$ cat config.mk
export PLATFORM = sky130hd
export DESIGN_NAME = std_seq_mult_resp
export DESIGN_NICKNAME = d
export VERILOG_FILES = /design/src/rtl/std_seq_mult_resp.sv
export SDC_FILE = /design/constraint.sdc
export NUM_CORES = 1
export LEC_CHECK = 0
export ABC_CLOCK_PERIOD_IN_PS = 2970
export BUFFER_PORTS_ARGS = -buffer_cell sky130_fd_sc_hd__buf_2
export CORE_MARGIN = 2
export CORE_UTILIZATION = 48
export DETAILED_ROUTE_END_ITERATION = 16
export HOLD_SLACK_MARGIN = 0.03
export PLACE_DENSITY_LB_ADDON = 0.08
export SLEW_MARGIN = 20
export SYNTH_ARGS = -nofsm -noshare
export SYNTH_HDL_FRONTEND = slang
export SYNTH_SLANG_ARGS = --single-unit
$ cat constraint.sdc
create_clock -name clk -period 2.97 [get_ports clk]
set_input_delay 0.297 -clock clk [delete_from_list [all_inputs] [get_ports clk]]
set_output_delay 0.297 -clock clk [all_outputs]
set_load 0.02 [all_outputs]
$ cat src/rtl/std_seq_mult_resp.sv
// Iterative shift-add unsigned multiplier answering a go/done handshake from the callee side.
// Optional feature: define EARLY_EXIT_EN to finish as soon as the remaining multiplier bits are all zero.
module std_seq_mult_resp #(
    parameter int WIDTH = 32
) (
    input  logic             clk,
    input  logic             reset,
    input  logic             go,
    input  logic [WIDTH-1:0] left,
    input  logic [WIDTH-1:0] right,
    output logic [WIDTH-1:0] out,
    output logic             done,
    output logic [1:0]       dbg_state_o
);

    localparam int CW = $clog2(WIDTH) + 1;

    // Handshake: go is only looked at in S_IDLE; the edge that sees go==1 there
    // latches left/right. done is a pure decode of S_DONE and lasts one cycle,
    // during which out carries the product.
    typedef enum logic [1:0] {
        S_IDLE = 2'd0,
        S_BUSY = 2'd1,
        S_DONE = 2'd2
    } state_t;

    state_t           state_q, state_d;
    logic [WIDTH-1:0] acc_q, acc_d;
    logic [WIDTH-1:0] mcand_q, mcand_d;
    logic [WIDTH-1:0] mplier_q, mplier_d;
    logic [WIDTH-1:0] out_q, out_d;
    logic [CW-1:0]    cnt_q, cnt_d;
    logic             last_iter;

    always_ff @(posedge clk or negedge reset) begin
        if (!reset) begin
            state_q  <= S_IDLE;
            acc_q    <= '0;
            mcand_q  <= '0;
            mplier_q <= '0;
            cnt_q    <= '0;
            out_q    <= '0;
        end else begin
            state_q  <= state_d;
            acc_q    <= acc_d;
            mcand_q  <= mcand_d;
            mplier_q <= mplier_d;
            cnt_q    <= cnt_d;
            out_q    <= out_d;
        end
    end

    always_comb begin
        state_d   = state_q;
        acc_d     = acc_q;
        mcand_d   = mcand_q;
        mplier_d  = mplier_q;
        cnt_d     = cnt_q;
        out_d     = out_q;
        last_iter = 1'b0;
        case (state_q)
            S_IDLE: begin
                if (go) begin
                    mcand_d  = left;
                    mplier_d = right;
                    acc_d    = '0;
                    cnt_d    = '0;
                    state_d  = S_BUSY;
                end
            end
            S_BUSY: begin
                if (mplier_q[0]) begin
                    acc_d = acc_q + mcand_q;
                end
                mcand_d   = mcand_q << 1;
                mplier_d  = mplier_q >> 1;
                cnt_d     = cnt_q + CW'(1);
                last_iter = (cnt_q == CW'(WIDTH - 1));
`ifdef EARLY_EXIT_EN
                // Nothing left to add once the shifted multiplier is empty.
                if (mplier_d == '0) begin
                    last_iter = 1'b1;
                end
`endif
                if (last_iter) begin
                    out_d   = acc_d;
                    state_d = S_DONE;
                end
            end
            S_DONE: begin
                state_d = S_IDLE;
            end
            default: begin
                state_d = S_IDLE;
            end
        endcase
    end

    assign out         = out_q;
    assign done        = (state_q == S_DONE);
    assign dbg_state_o = state_q;

endmodule

# Yosys cells after proc, flatten, opt, wreduce, memory -nomap -nowiden
# Cells that the tools add are included.
[totals]
inputBits = 67
elab_cells = 30
output_inout_bits = 35
register_bits = 136
[op_classes]
eq_ne = 5
addsub = 2
n_mux = 12
reduce_logical = 5
[op_table]
columns = ["op", "count"]
rows = [
  ["one-hot mux 32 bit (2 select lines)", 3],
  ["two-way mux 32 bit", 4],
  ["adder 32 bit", 1],
  ["one-hot mux 6 bit (2 select lines)", 1],
  ["adder 6 x 1 -> 6 bit, second input constant", 1],
  ["== test 6 x 5 -> 1 bit, second input constant", 1],
  ["two-way mux 6 bit", 1],
  ["AND reduction 2 bit", 3],
  ["two-way mux 2 bit", 2],
  ["inequality test 2 bit, second input constant", 2],
  ["one-hot mux 2 bit (2 select lines)", 1],
  ["== test 2 x 1 -> 1 bit, second input constant", 1],
  ["== test 2 bit, second input constant", 1],
  ["logical NOT 2 bit", 1],
  ["nonzero test 2 bit", 1],
]

# Longest topological paths before layout
# Gate-level depths: netlist (run 1).
[depth]
word_depth = 3
depth_mapped = 12
mapped_depth_nobuf = 12

# Worst setup path before layout (run 1)
# No wires, ideal clock.
[synth_timing]
path_kind = "reg2reg"
startpoint = "register acc_q[0]"
endpoint = "register out_q[30] (netlist: out[30])"
path_buffers = 0
t_arrival_ns = 2.679
t_required_ns = 2.836
setup_slack_ns = 0.157
stages_incl_launch_ff = 13
setup_ns = 0.134
period_less_slack_ns = 2.813
cell_sequence = "dfrtp_1 -> ha_1 -> fa_1 -> a21oi_2 -> o21ai_2 -> a21oi_2 -> o22ai_2 -> or4_4 -> a21oi_2 -> o211ai_1 -> xor2_1 -> mux2i_1 -> o21ai_0"
[synth_via]
elab_chain_cells = 2
[synth_rtl]
columns = ["element", "line", "text"]
rows = [
  ["start, declared", "28", "logic [WIDTH-1:0] acc_q, acc_d;"],
  ["start signal, assigned", "38", "acc_q <= '0;"],
  ["start signal, assigned", "45", "acc_q <= acc_d;"],
  ["adder 32 bit", "73", "acc_d = acc_q + mcand_q;"],
  ["two-way mux 32 bit", "72", "if (mplier_q[0]) begin"],
  ["end signal, assigned", "49", "out_q <= out_d;"],
  ["end, declared", "31", "logic [WIDTH-1:0] out_q, out_d;"],
]
# No other way between the ends.
# A chain may end at the register's enable or synchronous reset.

# Final worst setup path (run 1)
[layout_timing]
startpoint = "register acc_q[0]"
endpoint = "register out_q[24] (netlist: out[24])"
# Same word-level chain as after synthesis.

==> results of run 1 <==
stage by stage:
stage          setup slack [ps]  utilization, %  cell area [sq um]  hold WS, ps  power, uW
3_5_place_dp              -44.6            53.3               8070          322       6490
4_1_cts                   0.694            57.4               8700          107       8720
5_1_grt                   -75.8            58.8               8900          123       9550
6_report                   8.29            58.8               8900          123       8900
2_1_floorplan               157               -               7410         1.41       5610
3_3_place_gp               4.70            53.3               8070          322       6370
path summary, 6_finish.rpt:
| path | start | end | slack, ps | cells after the start |
|---|---|---|---|---|
| min in group asynchronous | reset | out[15] | 440 | 2 |
| max in group asynchronous | reset | mplier_q[19] | 1760 | 3 |
| max | acc_q[0] | out[24] | 8 | 13 |
| min | left[0] | mcand_q[0] | 120 | 2 |
| max reg2reg | acc_q[0] | out[24] | 8 | 13 |
| min reg2reg | out[16] | out[16] | 470 | 2 |
layout by cell type (no fill, tap or decap), drive strengths merged, types with 10 or more instances in the layout:
cell    Yosys  layout
dfrtp     136     136
nand2     123     123
buf         9     122
o21ai     121     121
a22oi      61      61
ha         32      32
a21oi      30      30
mux2i      24      24
a21o       23      23
nor2       22      22
a22o       21      21
xnor2      20      20
clkbuf     44      18
xor2       12      12
inv         9      11
nand3      10      10
critical path: stages (launching register included):
cell	delay, ps
dfrtp_1	380
ha_2	210
fa_2	380
a21oi_2	190
o21ai_2	70
a21oi_2	180
o22ai_2	100
buf_4	160
a211oi_4	240
o21a_1	180
o31a_1	270
o21ba_4	180
mux2_4	300
nand2_2	50
routing by layer:
metal / track usage (%) / vias up / part of all wire [%]
li1: - / 2981 / -
met1: 31.1 / 2963 / 46
met2: 37.9 / 152 / 48
met3: 5.18 / 29 / 4.2
met4: 8.79 / 0 / 2.1
met5: 0 / - / 0
kinds of logic (layout without fill, tap and decap cells):
kind of cell | after synthesis | count (layout)
simple gates | 187 | 187
buf+inv | 63 | 164
flops | 136 | 136
mux | 26 | 26
fa+ha+maj | 33 | 33
xor+xnor | 32 | 32
compound gates | 294 | 294
repair_timing:
action / in CTS / in global routing
hold buffers: 1 / 0
gates cloned: 0 / 0
buffers inserted: 1 / 3
pin swaps: 1 / 17
endpoints found under the hold margin: 61 / 0
resized for setup: 0 / 28
setup endpoints to repair: 5 / 16
area by class of cell:
cell class / instances / area share (%)
multi-input cells: 572 / 43.9
well taps: 188 / 2.64
inverters: 9 / 0.380
repair buffers: 123 / 7.91
flip-flops and latches: 136 / 38.3
clock buffers: 18 / 4.93
clock inverters: 14 / 1.95
where the power goes:
part           switching, uW  total (uW)  internal [uW]
sequential               587        3100           2520
combinational           2060        3610           1550
clock                    839        2190           1350
total                   3480        8900           5420
flip-flops by register name, summed over array words and instances (netlist names):
register     flops
acc_q           32
mcand_q         32
out             32
cnt_q            6
mplier_q        32
dbg_state_o      2
==> results.py, run 1 <==
metrics = {
    "status": {
        "status": "finished, final reports clean",
    },
    "cts": {
        "clockBufferDepth": 2,
        "cts_tree": "yes",
        "clockRootBuffer": "clkbuf_16",
        "cts_inserted_buffers": 17,
        "clkLatencyLatePin_ps": 420,
        "cts.sinks": 136,
        "htreeDepth": 4,
        "clk_pin_slew_worst_paths_ps": 60,
    },
    "synthesis": {
        "ys_ff_latch": 136,
        "synth_area_sq_mm": 0.00741,
        "synth_area_leader_cell": "dfrtp_1",
        "synth_common_cells": "dfrtp_1, nand2_1, o21ai_0, a22oi_1, clkbuf_1",
        "async_flop_share_pct": 100,
        "yosysUniqueCellTypes": 61,
        "synth_top_family_by_area": "compound AO/OA/AOI/OAI gates",
        "synth_cells": 771,
        "yosys.area_share.simple_pct": 11.1,
        "synth_top_flop_cell": "dfrtp_1",
        "ys_warn_count": 0,
        "synth_nets": 871,
        "synth_mux_area_share_pct": 3.54,
        "synth_top_area_share_pct": 45.9,
        "synth-compound-area-share_pct": 25.9,
        "synth_area_leaders": "dfrtp_1, o21ai_0, nand2_1",
        "synth_edf_count": 0,
        "syn_avg_cell_area_sq_um": 9.61,
        "ys_seq_area_share_pct": 45.9,
        "synth_xor_area_share_pct": 3.78,
        "synthAdderAreaFrac_pct": 5.67,
        "yosysMostFrequentCell": "dfrtp_1",
    },
    "sta": {
        "rsz0062_at_grt": "yes",
        "worst_pin_slew_ps": 779,
        "fin_skew_ps": 6.91,
        "finalSetupTns_ps": 0,
        "slew_headroom_pct": 48.1,
        "hold_violations": 0,
        "period_share_pct": 99.7,
        "slew_violations": 0,
        "period_needed_ps": 2960,
        "fmax_mhz": 338,
        "setup_viol": 0,
    },
    "global_routing": {
        "grt_pass1_vias": 6108,
        "track_usage_pct": 23.5,
        "antenna_found_initial": 0,
        "grt_pass1_wl_mm": 30.6,
        "grt_max_degree": 77,
        "grt-ovfl-total": 0,
    },
    "cells_and_area": {
        "insertedDiodeCount": 0,
        "multi_input_area_sq_mm": 0.00391,
        "layout.nets": 959,
        "finalNonFillerCells": 1060,
        "register_area_sq_mm": 0.00341,
        "drive_above_1_share_pct": 22.7,
        "n_fill_cell": 1311,
        "synthToLayoutAreaGrowth_pct": 20.1,
    },
    "power": {
        "ir_worst_vdd_mv": 0.548,
        "power_leakage_uw": 0.00414,
        "p_per_area_mw_per_mm2": 1000,
    },
    "critical_path": {
        "end_kind": "flop",
        "path_max_fanout": 2,
        "critPathLaunchType": "flop",
        "cp.arrival_ps": 3320,
        "setup.worst_path.class": "flop to flop",
        "crit_required_ps": 3330,
    },
    "floorplanning": {
        "die-area_sq_mm": 0.0165,
        "initial_utilization_pct": 48.9,
        "die_h_microns": 128,
        "die_w_microns": 128,
        "core-area_sq_mm": 0.0151,
        "ios": 102,
        "rows": 45,
    },
    "placement": {
        "routabilityCongestion": 0.920,
        "detailed_place_hpwl_mm": 12.4,
        "numPortBuffers": 101,
        "place_inst": 1023,
    },
    "route": {
        "routed_wl_mm": 18.4,
        "routedWlPerCell_microns": 17.4,
        "via_per_inst": 5.78,
        "via_count": 6125,
        "dr.pass1.iters": 5,
        "antenna_left": 0,
        "drc_errors": 0,
        "drtIter0Drc": 393,
    },
    "job": {
        "cap_violations": 0,
    },
    "hold_path": {
        "worstHoldPathType": "input port to flop",
    },
}
(Power assumes the default switching activity.)
==> inputs of run 2 (changes only) <==
ABC_CLOCK_PERIOD_IN_PS = 3500   (was 2970)
BUFFER_PORTS_ARGS = unset   (was -buffer_cell sky130_fd_sc_hd__buf_2)
CORE_UTILIZATION = 50   (was 48)
DONT_BUFFER_PORTS = 1   (was unset)
clock period = 3.5 ns   (was 2.97 ns; I/O delays follow)
==> results.py, run 2 (same netlist as run 1, synthesis figures left out) <==
metrics = {
    "cells_and_area": {
        "insertedDiodeCount": 0,
        "layout_commonest_cell": "dfrtp_1",
        "synthToLayoutAreaGrowth_pct": 9.69,
        "post-route-util_pct": 55.9,
        "finalNonFillerCells": 946,
        "n_fill_cell": 1293,
        "drive_above_1_share_pct": 9.19,
        "final_cell_mix": "dfrtp_1, nand2_1, o21ai_0",
        "layout.nets": 849,
    },
    "sta": {
        "period_share_pct": 88.8,
        "worst_pin_slew_ps": 1030,
        "fmax_mhz": 322,
        "slew_violations": 0,
        "hold_violations": 0,
        "finalSetupTns_ps": 0,
        "period_needed_ps": 3110,
        "slew_headroom_pct": 30.9,
        "rsz0062_at_grt": "no",
        "fin_skew_ps": 9.20,
        "setup_viol": 0,
        "layout_setup_ws_ps": 392,
    },
    "status": {
        "status": "finished, final reports clean",
    },
    "cts": {
        "clockRootBuffer": "clkbuf_16",
        "cts.sinks": 136,
        "clk_pin_slew_worst_paths_ps": 60,
        "cts_setup_buffers": 0,
        "htreeDepth": 4,
        "clockBufferDepth": 2,
        "clkLatencyLatePin_ps": 430,
        "cts_tree": "yes",
        "cts_inserted_buffers": 17,
    },
    "critical_path": {
        "cp_num_buf_inv": 0,
        "cp_top_family": "compound AO/OA/AOI/OAI gates",
        "crit_required_ps": 3860,
        "cp.arrival_ps": 3470,
        "path_max_fanout": 3,
        "crit_top_cell": "a21oi_2",
        "r2r-end": "out[26]",
        "crit_path_top_delay_cell": "or4_4",
        "r2r_slack_ps": 390,
        "ff2ff_path_depth": 12,
        "end_kind": "flop",
        "critPathMaxStageDelay_ps": 550,
        "rr_startpoint": "mcand_q[0]",
        "setup.worst_path.class": "flop to flop",
        "critPathLaunchType": "flop",
        "crit_chain": "ha_1 -> fa_1 -> a21oi_2 -> o21ai_2 -> a21oi_2 -> o22ai_2 -> or4_4 -> a21oi_2 -> nor2b_1 -> nor2_1 -> xnor2_1 -> o221a_1",
    },
    "route": {
        "dr.pass1.iters": 5,
        "via_per_inst": 6.09,
        "via_count": 5758,
        "antenna_left": 0,
        "drc_errors": 0,
        "drtIter0Drc": 321,
        "routedWlPerCell_microns": 18.8,
        "routed_wl_mm": 17.8,
    },
    "hold_path": {
        "worstHoldStart": "left[0]",
        "worstHoldEndpoint": "mcand_q[0]",
        "hold_depth": 1,
        "worstHoldPathType": "input port to flop",
    },
    "power": {
        "p_int_uw": 4340,
        "net-switching-power_uw": 2820,
        "switching_share_pct": 39.4,
        "p_comb_share_pct": 35.5,
        "power_leakage_uw": 0.00362,
        "clockPowerShare_pct": 25.5,
        "power.total_uw": 7160,
        "p_per_area_mw_per_mm2": 881,
        "seqPwrFrac_pct": 39.0,
        "ir_worst_vdd_mv": 0.384,
    },
    "global_routing": {
        "grt-ovfl-total": 0,
        "antenna_found_initial": 0,
        "grt_pass1_vias": 5882,
        "grt_pass1_wl_mm": 30.2,
        "grt_max_degree": 137,
        "track_usage_pct": 23.7,
    },
    "placement": {
        "place_ws_ps": 428,
        "routabilityCongestion": 0.948,
        "detailed_place_hpwl_mm": 11.8,
        "numPortBuffers": 0,
        "place_inst": 912,
    },
    "floorplanning": {
        "ios": 102,
        "die_w_microns": 126,
        "initial_utilization_pct": 51.0,
        "rows": 44,
        "die-area_sq_mm": 0.0158,
        "die_h_microns": 126,
        "core-area_sq_mm": 0.0145,
    },
    "job": {
        "cap_violations": 0,
    },
}
==> run 2: stage by stage <==
stage | area, sq um | hold WS [ps]
4_1_cts | 8130 | 67.2
6_report | 8130 | 89.0
3_5_place_dp | 7490 | 59.7
5_1_grt | 8130 | 95.2
2_1_floorplan | 7410 | 54.4
3_3_place_gp | 7490 | 59.5
==> run 2: cell type report <==
cell class,count,area [sq um],area share [%]
Multi-Input combinational cell,572,3720,45.8
Sequential cell,136,3410,41.9
Clock buffer,17,425,5.23
Tap cell,184,230,2.83
Clock inverter,15,176,2.17
Timing Repair Buffer,13,133,1.63
Inverter,9,33.8,0.416
==> run 2: layer usage <==
layer  up-vias  wire [microns]  share of wire, %  GRT usage, %
met1      2833            8020                45          31.2
met3        20             812               4.6          6.46
met5         -               0                 0             0
li1       2774               -                 -             -
met2       131            8680                49          38.1
met4         0             311               1.7          8.14
==> run 2: how the worst max path moves through the flow <==
stage	slack (ps)	to	start	cells after the start
final	390	out[26]	mcand_q[0]	12
after detailed placement	430	out[30]	acc_q[0]	12
after global placement	470	out[30]	acc_q[0]	12
after global routing	240	out[26]	mcand_q[0]	12
after CTS	420	out[30]	mcand_q[0]	12
after floorplan	690	out[30]	acc_q[0]	12
==> run 2: repair_timing <==
action | 4_1_cts | 5_1_grt
gates resized for setup | 0 | 0
hold buffers | 2 | 0
endpoints found under the hold margin | 136 | 0
==> run 2: power groups by stage <==
stage          combinational [uW]  clock [uW]  sequential (uW)
6_report                     2550        1830             2790
5_1_grt                      2870        1940             2880
4_1_cts                      2540        1870             2790
3_5_place_dp                 2490           0             2820
3_3_place_gp                 2420           0             2800
2_1_floorplan                2140           0             2630
==> inputs of run 3 (changes only) <==
CORE_UTILIZATION = 60   (was 50)
==> results.py, run 3 (same netlist as run 1, synthesis figures left out) <==
metrics = {
    "cts": {
        "clockBufferDepth": 2,
        "clkLatencyLatePin_ps": 430,
        "cts.sinks": 136,
        "htreeDepth": 4,
        "cts_setup_buffers": 0,
        "post_cts_resized": 0,
        "clk_pin_slew_worst_paths_ps": 60,
        "clockRootBuffer": "clkbuf_16",
        "cts_inserted_buffers": 17,
        "cts_tree": "yes",
        "cts_hold_buf": 2,
    },
    "floorplanning": {
        "die_w_microns": 115,
        "initial_utilization_pct": 61.7,
        "ios": 102,
        "rows": 40,
        "die_h_microns": 115,
        "die-area_sq_mm": 0.0133,
        "core-area_sq_mm": 0.0120,
    },
    "job": {
        "cap_violations": 0,
    },
    "sta": {
        "fmax_mhz": 324,
        "slew_violations": 0,
        "hold_violations": 0,
        "whs_ps": 88.4,
        "rsz0062_at_grt": "no",
        "finalSetupTns_ps": 0,
        "period_needed_ps": 3080,
        "setup_viol": 0,
        "fin_skew_ps": 5.76,
        "slew_headroom_pct": 25.5,
        "worst_pin_slew_ps": 1120,
        "period_share_pct": 88.1,
    },
    "cells_and_area": {
        "layout_commonest_cell": "dfrtp_1",
        "post-route-util_pct": 66.9,
        "register_area_sq_mm": 0.00341,
        "final_cell_mix": "dfrtp_1, nand2_1, o21ai_0",
        "layout.nets": 850,
        "synthToLayoutAreaGrowth_pct": 8.37,
        "insertedDiodeCount": 0,
        "multi_input_area_sq_mm": 0.00372,
        "drive_above_1_share_pct": 8.78,
        "n_fill_cell": 930,
    },
    "power": {
        "switching_share_pct": 39.4,
        "p_comb_share_pct": 35.9,
        "seqPwrFrac_pct": 40.4,
        "net-switching-power_uw": 2760,
        "p_int_uw": 4230,
        "power_leakage_uw": 0.00360,
        "ir_worst_vdd_mv": 0.498,
        "clockPowerShare_pct": 23.7,
        "power.total_uw": 6990,
        "p_per_area_mw_per_mm2": 870,
    },
    "critical_path": {
        "r2r-end": "out[30]",
        "path_max_fanout": 3,
        "cp.arrival_ps": 3430,
        "crit_path_top_delay_cell": "or4_4",
        "end_kind": "flop",
        "ff2ff_path_depth": 12,
        "crit_chain": "ha_1 -> fa_1 -> a21oi_2 -> o21ai_2 -> a21oi_2 -> o22ai_2 -> or4_4 -> a21oi_2 -> o211ai_1 -> xor2_1 -> mux2i_1 -> o21ai_0",
        "setup.worst_path.class": "flop to flop",
        "r2r_slack_ps": 420,
        "crit_required_ps": 3850,
        "critPathMaxStageDelay_ps": 550,
        "rr_startpoint": "mcand_q[0]",
        "critPathLaunchType": "flop",
        "crit_top_cell": "a21oi_2",
    },
    "route": {
        "dr.pass1.iters": 6,
        "routed_wl_mm": 16.9,
        "antenna_left": 0,
        "via_count": 5829,
        "via_per_inst": 6.41,
        "routedWlPerCell_microns": 18.6,
        "drtIter0Drc": 458,
        "drc_errors": 0,
    },
    "hold_path": {
        "worstHoldStart": "left[0]",
        "worstHoldPathType": "input port to flop",
        "worstHoldEndpoint": "mcand_q[0]",
        "hold_depth": 1,
    },
    "placement": {
        "routabilityCongestion": 0.906,
        "numPortBuffers": 0,
        "detailed_place_hpwl_mm": 11.4,
    },
    "global_routing": {
        "grt-ovfl-total": 0,
        "track_usage_pct": 27.1,
        "grt_max_degree": 137,
        "grt_pass1_vias": 5554,
        "antenna_found_initial": 0,
        "grt_pass1_wl_mm": 28.0,
    },
    "status": {
        "status": "finished, final reports clean",
    },
}
## run 3: worst max path at each step
stage	startpoint	end	slack [ps]
after floorplan	acc_q[0]	out[30]	690
final	mcand_q[0]	out[30]	420
after global routing	acc_q[0]	out[26]	270
after global placement	acc_q[0]	out[30]	480
after detailed placement	mcand_q[0]	out[30]	440
after CTS	mcand_q[0]	out[30]	430
## run 3: power groups by stage
stage                     logic [uW]  clock network [uW]  registers (uW)
after floorplan                 2140                   0            2630
after global placement          2360                   0            2820
after detailed placement        2460                   0            2840
after CTS                       2500                1680            2820
after global routing            2840                1750            2900
final                           2510                1650            2820
## run 3: layer usage
metal	vias up	part of all wire [%]	GRT usage, %
met4	0	1.6	9.64
met5	-	0	0
met1	2873	43	35.9
met2	173	50	43.3
li1	2762	-	-
met3	21	5.7	7.43
## run 3: area by class of cell
cell class,count,share of cell area [%]
flip-flops and latches,136,42.4
well taps,147,2.29
inverters,9,0.421
clock inverters,9,0.935
multi-input cells,572,46.4
clock buffers,23,5.83
repair buffers,14,1.74
## run 3: worst max-delay path, delay by kind of cell, from the launching register on
kind                     cells  cell delay, ps
adder cells (fa/ha/maj)      2             640
flip-flops                   1             400
AO/OA/AOI/OAI                7            1120
AND/OR/NAND/NOR              1             550
multiplexers                 1              90
XOR/XNOR                     1             190
## run 3: metrics by stage
step / area (sq um) / instances / worst slack, ps
2_1_floorplan: 7410 / 771 / 687
6_report: 8030 / 910 / 415
4_1_cts: 8030 / 910 / 428
3_5_place_dp: 7450 / 876 / 441
5_1_grt: 8030 / 910 / 267
3_3_place_gp: 7450 / 876 / 479
